## src/rtl/mono_hit_assembler.sv

```systemverilog
// Reassembles four-word MONO hit frames from a FWFT word FIFO into one parallel hit record.
// Optional token-counter continuity check: define MONO_HIT_ASM_TOKEN_CHECK_EN.
//
// state | meaning
// HUNT  | discard words until a W1 (tag 01, correct identifier)
// GET1  | frame boundary, expecting W1 of the next frame
// GET2  | W1 held, expecting W2 (tag 10)
// GET3  | W2 held, expecting W3 (tag 11)
// GET4  | W3 held, expecting W4 (tag 00); pop waits while output is stalled
module mono_hit_assembler #(
  parameter logic [1:0] IDENTIFIER = 2'b00
) (
  input  logic        BUS_CLK,
  input  logic        BUS_RST,
  input  logic        IN_EMPTY,
  input  logic [31:0] IN_DATA,
  output logic        IN_READ,
  output logic        HIT_VALID,
  input  logic        HIT_READY,
  output logic [5:0]  HIT_COL,
  output logic [7:0]  HIT_ROW,
  output logic [7:0]  HIT_LE,
  output logic [7:0]  HIT_TE,
  output logic        HIT_NOISE,
  output logic [51:0] HIT_TS,
  output logic [27:0] HIT_TOKEN_CNT,
  output logic [31:0] HIT_CNT,
  output logic [15:0] FRAME_ERR_CNT,
  output logic [15:0] TOKEN_GAP_CNT
);

  typedef enum logic [2:0] {HUNT, GET1, GET2, GET3, GET4} state_t;

  state_t      state, state_nxt;
  logic [11:0] ts_lo, ts_mid;
  logic [27:0] ts_hi;
  logic [7:0]  row_q, le_q, te_q;
  logic [5:0]  col_q;
  logic        noise_q;

  logic        stall, pop, id_ok;
  logic [1:0]  tag, exp_tag;
  logic        cap_w1, cap_w2, cap_w3, load, frame_err;

  assign stall   = (state == GET4) && HIT_VALID && !HIT_READY;
  assign pop     = !IN_EMPTY && !stall;
  assign IN_READ = pop;
  assign tag     = IN_DATA[29:28];
  assign id_ok   = (IN_DATA[31:30] == IDENTIFIER);

  always_comb begin
    exp_tag = 2'b01;
    case (state)
      GET2:    exp_tag = 2'b10;
      GET3:    exp_tag = 2'b11;
      GET4:    exp_tag = 2'b00;
      default: exp_tag = 2'b01;
    endcase
  end

  always_comb begin
    state_nxt = state;
    cap_w1    = 1'b0;
    cap_w2    = 1'b0;
    cap_w3    = 1'b0;
    load      = 1'b0;
    frame_err = 1'b0;
    if (pop) begin
      if (state == HUNT) begin
        if (id_ok && tag == 2'b01) begin
          cap_w1    = 1'b1;
          state_nxt = GET2;
        end
      end else if (!id_ok) begin
        frame_err = 1'b1;
        state_nxt = HUNT;
      end else if (tag != exp_tag) begin
        // A misplaced W1 restarts the frame instead of being thrown away
        frame_err = 1'b1;
        if (tag == 2'b01) begin
          cap_w1    = 1'b1;
          state_nxt = GET2;
        end else begin
          state_nxt = HUNT;
        end
      end else begin
        case (state)
          GET1:    begin cap_w1 = 1'b1; state_nxt = GET2; end
          GET2:    begin cap_w2 = 1'b1; state_nxt = GET3; end
          GET3:    begin cap_w3 = 1'b1; state_nxt = GET4; end
          GET4:    begin load   = 1'b1; state_nxt = GET1; end
          default: state_nxt = HUNT;
        endcase
      end
    end
  end

  always_ff @(posedge BUS_CLK) begin
    if (BUS_RST) begin
      state         <= HUNT;
      ts_lo         <= '0;
      ts_mid        <= '0;
      ts_hi         <= '0;
      row_q         <= '0;
      le_q          <= '0;
      te_q          <= '0;
      col_q         <= '0;
      noise_q       <= 1'b0;
      HIT_VALID     <= 1'b0;
      HIT_COL       <= '0;
      HIT_ROW       <= '0;
      HIT_LE        <= '0;
      HIT_TE        <= '0;
      HIT_NOISE     <= 1'b0;
      HIT_TS        <= '0;
      HIT_TOKEN_CNT <= '0;
      HIT_CNT       <= '0;
      FRAME_ERR_CNT <= '0;
    end else begin
      state <= state_nxt;
      if (cap_w1) begin
        ts_lo   <= IN_DATA[27:16];
        row_q   <= IN_DATA[15:8];
        noise_q <= IN_DATA[6];
        col_q   <= IN_DATA[5:0];
      end
      if (cap_w2) begin
        ts_mid <= IN_DATA[27:16];
        le_q   <= IN_DATA[15:8];
        te_q   <= IN_DATA[7:0];
      end
      if (cap_w3)
        ts_hi <= IN_DATA[27:0];
      if (frame_err && FRAME_ERR_CNT != 16'hFFFF)
        FRAME_ERR_CNT <= FRAME_ERR_CNT + 16'd1;
      // Load wins over a same-cycle transfer so the valid bit stays high
      if (load) begin
        HIT_VALID     <= 1'b1;
        HIT_COL       <= col_q;
        HIT_ROW       <= row_q;
        HIT_LE        <= le_q;
        HIT_TE        <= te_q;
        HIT_NOISE     <= noise_q;
        HIT_TS        <= {ts_hi, ts_mid, ts_lo};
        HIT_TOKEN_CNT <= IN_DATA[27:0];
        HIT_CNT       <= HIT_CNT + 32'd1;
      end else if (HIT_VALID && HIT_READY) begin
        HIT_VALID <= 1'b0;
      end
    end
  end

`ifdef MONO_HIT_ASM_TOKEN_CHECK_EN
  logic        seen_load;
  logic [27:0] tok_next;

  assign tok_next = HIT_TOKEN_CNT + 28'd1;

  always_ff @(posedge BUS_CLK) begin
    if (BUS_RST) begin
      seen_load     <= 1'b0;
      TOKEN_GAP_CNT <= '0;
    end else if (load) begin
      seen_load <= 1'b1;
      if (seen_load && IN_DATA[27:0] != HIT_TOKEN_CNT && IN_DATA[27:0] != tok_next
          && TOKEN_GAP_CNT != 16'hFFFF)
        TOKEN_GAP_CNT <= TOKEN_GAP_CNT + 16'd1;
    end
  end
`else
  assign TOKEN_GAP_CNT = '0;
`endif

endmodule

```

## config.mk

```make
export PLATFORM = sky130hd
export DESIGN_NAME = mono_hit_assembler
export DESIGN_NICKNAME = d
export VERILOG_FILES = /design/src/rtl/mono_hit_assembler.sv
export SDC_FILE = /design/constraint.sdc
export NUM_CORES = 1
export LEC_CHECK = 0
export ABC_AREA = 1
export BUFFER_PORTS_ARGS = -buffer_cell sky130_fd_sc_hd__buf_4
export CAP_MARGIN = 20
export CORE_MARGIN = 10
export CORE_UTILIZATION = 59
export DETAILED_ROUTE_END_ITERATION = 8
export PLACE_DENSITY_LB_ADDON = 0.1
export SYNTH_ARGS = -nofsm -noshare
export SYNTH_HDL_FRONTEND = slang
export SYNTH_SLANG_ARGS = --single-unit
```

## constraint.sdc

```tcl
create_clock -name BUS_CLK -period 3.6 [get_ports BUS_CLK]
set_input_delay 0 -clock BUS_CLK [delete_from_list [all_inputs] [get_ports BUS_CLK]]
set_output_delay 0 -clock BUS_CLK [all_outputs]
set_load 0.01 [all_outputs]
```

== Yosys cells after proc, flatten, opt, wreduce, memory -nomap -nowiden ==
Cells that the tools add are included.

* Register bits: 246
* Logic and storage cells: 77
* Input bits: 36
* Output and inout bits: 177

* Mux-type cells: 35
* Reduce and logical (&&, ||, !) cells: 13
* Equal/unequal tests: 8
* Add/subtract/negate cells: 2

{| class="wikitable"
|+ Operators with widths
! cell !! number
|-
| adder 32 x 1 -> 32 bit (second input constant) || 1
|-
| 2-to-1 mux 1 bit || 28
|-
| adder 16 x 1 -> 16 bit (second input constant) || 1
|-
| != test 16 bit (second input constant) || 1
|-
| 2-to-1 mux 3 bit || 4
|-
| one-hot mux 3 bit (4 select lines) || 1
|-
| == test 3 x 2 -> 1 bit (second input constant) || 2
|-
| logical AND 1 bit || 6
|-
| one-hot mux 2 bit (3 select lines) || 1
|-
| == test 3 x 1 -> 1 bit (second input constant) || 1
|-
| == test 3 bit (second input constant) || 1
|-
| zero test 1 bit || 3
|-
| zero test 3 bit || 1
|-
| == test 2 x 1 -> 1 bit (second input constant) || 1
|-
| zero test 2 bit || 1
|-
| 2-to-1 mux 2 bit || 1
|-
| != test 2 x 1 -> 1 bit (second input constant) || 1
|-
| != test 2 bit || 1
|-
| AND reduction 2 bit || 1
|-
| nonzero test 2 bit || 1
|}

== Logic depth before layout (Yosys ltp) ==
* Depth in word-level cells: 8
* Gate-level depth with buffers: 13
* Gate-level depth less buffers: 12

== Worst setup path before layout ==
Ideal clock, no wire load.

* Path kind: flip-flop to flip-flop
* Start: register FRAME_ERR_CNT[0]
* End: register FRAME_ERR_CNT[2]
* Buffers on the path: 1
* Setup slack: 1.836 ns
* Setup time: 0.070 ns
* Cell stages (with the launch flop): 9
* Data required time: 3.530 ns
* Period minus slack after synthesis: 1.764 ns
* Data arrival time: 1.693 ns
* Path through: dfxtp_1 ha_1 nand3_1 nor4_1 nand2_1 nand2_2 buf_2 nand2_1 a21oi_1

* Word-level cells in the longest chain between the ends: 2
* Elaborated cells between the ends (all ways): 3
* Those cells by class: add/sub: 1; eq/ne: 1; reduce/logical: 1

{| class="wikitable"
|+ Ends and longest elaborated chain
! what !! RTL line !! text
|-
| from (decl) || 28 || <nowiki>output logic [15:0] FRAME_ERR_CNT,</nowiki>
|-
| from (signal assigned) || 135 || <nowiki>FRAME_ERR_CNT <= FRAME_ERR_CNT + 16'd1;</nowiki>
|-
| branches (longest 2 deep; another with adder 16 x 1 -> 16 bit) || -- ||
|}

Parallel ways; which one is timed is not known.
A chain may end at the register's enable or synchronous reset.

== Worst setup path after layout ==
* Start: register state[2]
* End: register HIT_TS[38]

* Word-level cells in the longest chain between the ends: 7
* Elaborated cells between the ends (all ways): 15
* Those cells by class: eq/ne: 4; mux: 6; reduce/logical: 5

{| class="wikitable"
|+ Ends and longest elaborated chain
! what !! RTL line !! text
|-
| from (decl) || 34 || <nowiki>state_t state, state_nxt;</nowiki>
|-
| from (signal assigned) || 120 || <nowiki>state <= state_nxt;</nowiki>
|-
| == test 3 bit / == test 3 x 2 -> 1 bit (equally long branches) || 45, 53, 87 ||
|-
| one-hot mux 2 bit (3 select lines) || 53 || <nowiki>case (state)</nowiki>
|-
| != test 2 bit || 77 || <nowiki>end else if (tag != exp_tag) begin</nowiki>
|-
| 2-to-1 mux 1 bit || 77 ||
|-
| 2-to-1 mux 1 bit || 74 || <nowiki>end else if (!id_ok) begin</nowiki>
|-
| 2-to-1 mux 1 bit || 69 || <nowiki>if (state == HUNT) begin</nowiki>
|-
| 2-to-1 mux 1 bit (*) || 68 || <nowiki>if (pop) begin</nowiki>
|-
| to (signal assigned) || 144 || <nowiki>HIT_TS <= {ts_hi, ts_mid, ts_lo};</nowiki>
|-
| to (decl) || 25 || <nowiki>output logic [51:0] HIT_TS,</nowiki>
|}

Every way passes the cells marked *; elsewhere a longest branch is shown, timed or not.

==> impl_results.md <==
* Status: finished, final reports clean
* Worst-Margin Slew at approximately 1 ns
* Clk slew on worst S/H paths at 0.06 ns
* Synth Area per Inst at 7.58 um^2
* Hold Path Depth at 6
* Wire per inst at 16.0 um
* Kind of critical path: flip-flop to flip-flop
* Int Power at 4.53 mW
* Pwr Total at 5.79 mW
* DR vias at 9458
* Endpoint type of the worst setup path: flip-flop
* Netlist Area Pre-Place at just over 10000 um^2
* CTS sink cnt at 246
* FP Rows at 48
* Share of layout cells above drive strength 1 at 0.191
* Crit path cell chain: inv_2 -> nand3_1 -> nand2_1 -> nand2_1 -> nand3_4 -> nor2_8 -> nand2_4 -> inv_6 -> buf_4 -> o21ai_0 -> a21oi_1
* Pwr dens at between 400 and 500 nW/um^2
* Clock latency on the worst-skew pair at 0.53 ns
* Core Footprint at 17200 um^2
* Diodes inserted at 0
* Maximum vdd drop at between 0.4 and 0.5 mV
* Placement Cell Area at 11600 um^2
* Fin nets at 1582
* Net Switching at 1.25 mW
* Number of DRC markers in iteration 0 at between 700 and 800
* TritonCTS clock tree: built
* CP max-delay cell: buf_4
* Final routed DRC violation total at 0
* Metal3 WL at 2460 um
* CP arrival at a little under 3 ns
* Worst Path Max Fanout at 68
* HPWL after detailed placement at 19000 um
* Yosys cell types at 36
* # IOs at 213
* Cell count of the worst reg-to-reg path at 11
* Post-Route Skew at 0.0111 ns
* Fin crit period at 2.45 ns
* ANT nets after route at 0
* RD Place Congestion at 0.907
* Die H at approximately 150 um
* Fin area at approximately 13000 um^2
* Routed vias/inst at 5.29
* Leakage at approximately 5.6 nW
* First-pass iteration count of the detailed router at 5
* PortBufs at 196
* Switching part of the total at 0.216
* Clock share of power at 0.483
* Post-CTS Setup Bufs at 0
* Wire length on met1 at 12400 um
* Yosys reg bits at roughly 250
* Pin count of the biggest net entering global routing at 129
* Max-cap viol count at 0
* CP Launch Type: flip-flop
* Critical path's most frequent cell: nand2_1
* Cts hold-fix bufs at 31
* CTS resizes at 0
* Die footprint at 23200 um^2
* Fmax at 408 MHz
* Die width at approximately 150 um
* Total detailed-routing wirelength at approximately 29000 um
* Syn-to-layout area delta at 25.2%
* Min-delay src: IN_DATA[30]
* Total grt overflow at 0
* Clock Path Buffers at 3
* CTS buffer count at 25
* H-tree Lvls at 1
* Final setup viols at 0
* Slew Limit Fails at 0
* Worst Hold Class: primary input to flip-flop
* Initial antenna violation count at 0
* Max incr delay on CP at 0.44 ns
* Critical path origin: state[2]
* Synth Warn # at 0
* Vias in the first global route at ~9000
* Initial Utilization at 0.598
* Relative slew slack at 0.323
* Worst EP required at a little over 4 ns
* FILL cells at 1362
* Root buffer cell: clkbuf_16
* Setup TNS at 0 ns
* Sequential share of power at 0.475
* Combinational share of power at 0.042
* Sequential area share after synthesis at 0.478
* Final worst path period share at 0.682
* Worst reg2reg path startpoint: state[2]
* Syn Inst Count at 1360
* Final hold vios at 0
* Highest metal used: met4
* First-pass GRT wire length at 46400 um
* Met2 Wirelength at 13100 um
* All-Layer GR Usage at 0.232
* RSZ-0062 raised after global routing: no
==> routing by layer <==
metal | global-route usage | vias to the layer above
li1 | - | 4755
met2 | 0.375 | 341
met3 | 0.0525 | 43
met5 | 0 | -
met4 | 0.0610 | 0
met1 | 0.305 | 4319
==> state kept, by name (all words and copies together), names as in the netlist, 8 cells and up <==
register       cells
HIT_TS            52
HIT_ROW            8
ts_lo             12
le_q               8
HIT_TOKEN_CNT     28
row_q              8
HIT_CNT           32
ts_hi             28
HIT_LE             8
te_q               8
FRAME_ERR_CNT     16
ts_mid            12
HIT_TE             8
==> stage by stage <==
stage	setup WS [ns]	instances	util	hold WS, ns
6_report	1.15	1788	0.749	0.0473
3_3_place_gp	1.30	1709	0.676	0.227
4_1_cts	1.14	1786	0.747	0.0359
3_5_place_dp	1.21	1709	0.676	0.234
5_1_grt	0.875	1788	0.749	0.0574
2_1_floorplan	1.84	1375	-	0.0365
==> cells in the final DEF (no fill, tap or decap), types with 2 or more instances in the layout <==
cell type,n
dfxtp_1,246
clkbuf_1,2
a21oi_2,30
xor2_1,22
nor3b_1,2
nor3_1,19
nand2_2,3
dlygate4sd3_1,32
nand3_1,61
nand2_1,182
o21ai_0,57
inv_1,93
inv_2,4
o21ai_1,89
conb_1,16
clkbuf_8,10
nand3_2,2
nand4_1,7
bufinv_16,3
clkinv_2,3
xnor2_1,10
nand3b_1,2
a21boi_0,3
clkinvlp_4,2
nor2_1,261
buf_4,205
a21oi_1,128
o21a_1,28
nor4_1,2
ha_1,2
clkbuf_16,25
==> final timing paths <==
check                                   to  slack, ns
worst max-delay path            HIT_TS[38]       1.15
worst min-delay path              state[0]       0.05
worst max register to register  HIT_TS[38]       1.15
worst min register to register  HIT_TS[48]       0.45
==> synthesized netlist by cell type, drive strengths merged <==
library cell,number,area [um^2]
o21ai,146,731
inv,99,372
nand3,64,343
a21oi,158,903
nand2,186,713
nand4,7,43.8
nor4,2,12.5
nor3b,2,15.0
nor3,20,105
nand3b,2,15.0
o21a,28,210
xnor2,10,87.6
nor2,264,1020
ha,2,25.0
clkbuf,33,125
xor2,22,193
a21boi,3,22.5
conb,1,3.75
dfxtp,246,4920
and3,1,6.26
buf,64,437
==> power by group through the flow <==
stage / sequential, mW / combinational (mW) / clock, mW
floorplan: 2.81 / 0.146 / 0
global placement: 2.81 / 0.205 / 0
detailed placement: 2.81 / 0.206 / 0
CTS: 2.75 / 0.235 / 2.82
global route: 2.75 / 0.266 / 2.94
finish: 2.75 / 0.242 / 2.80
==> worst max-delay path, delay by kind of cell, from the launching register on <==
kind	cells	cell delay [ns]
buffers and inverters	3	0.92
AND/OR/NAND/NOR	6	0.65
flip-flops	1	0.42
AO/OA/AOI/OAI	2	0.30
==> kinds of logic after synthesis <==
logic type	Yosys count	synth area share
other	1	0.000364
AOI/OAI and AO/OA	335	0.181
and+or+nand+nor	548	0.220
DFF	246	0.478
buffers and inverters	196	0.0906
xor gates and xnor gates	32	0.0272
adders and majority gates	2	0.00243
==> cell type report <==
class | instances | area (um^2) | area share
Sequential cell | 246 | 4920 | 0.382
Multi-Input combinational cell | 933 | 4500 | 0.349
Timing Repair Buffer | 239 | 1910 | 0.148
Clock buffer | 37 | 771 | 0.0597
Inverter | 99 | 379 | 0.0294
Tap cell | 225 | 282 | 0.0218
Clock inverter | 9 | 140 | 0.0109
Power figures use the tool's default switching activity.
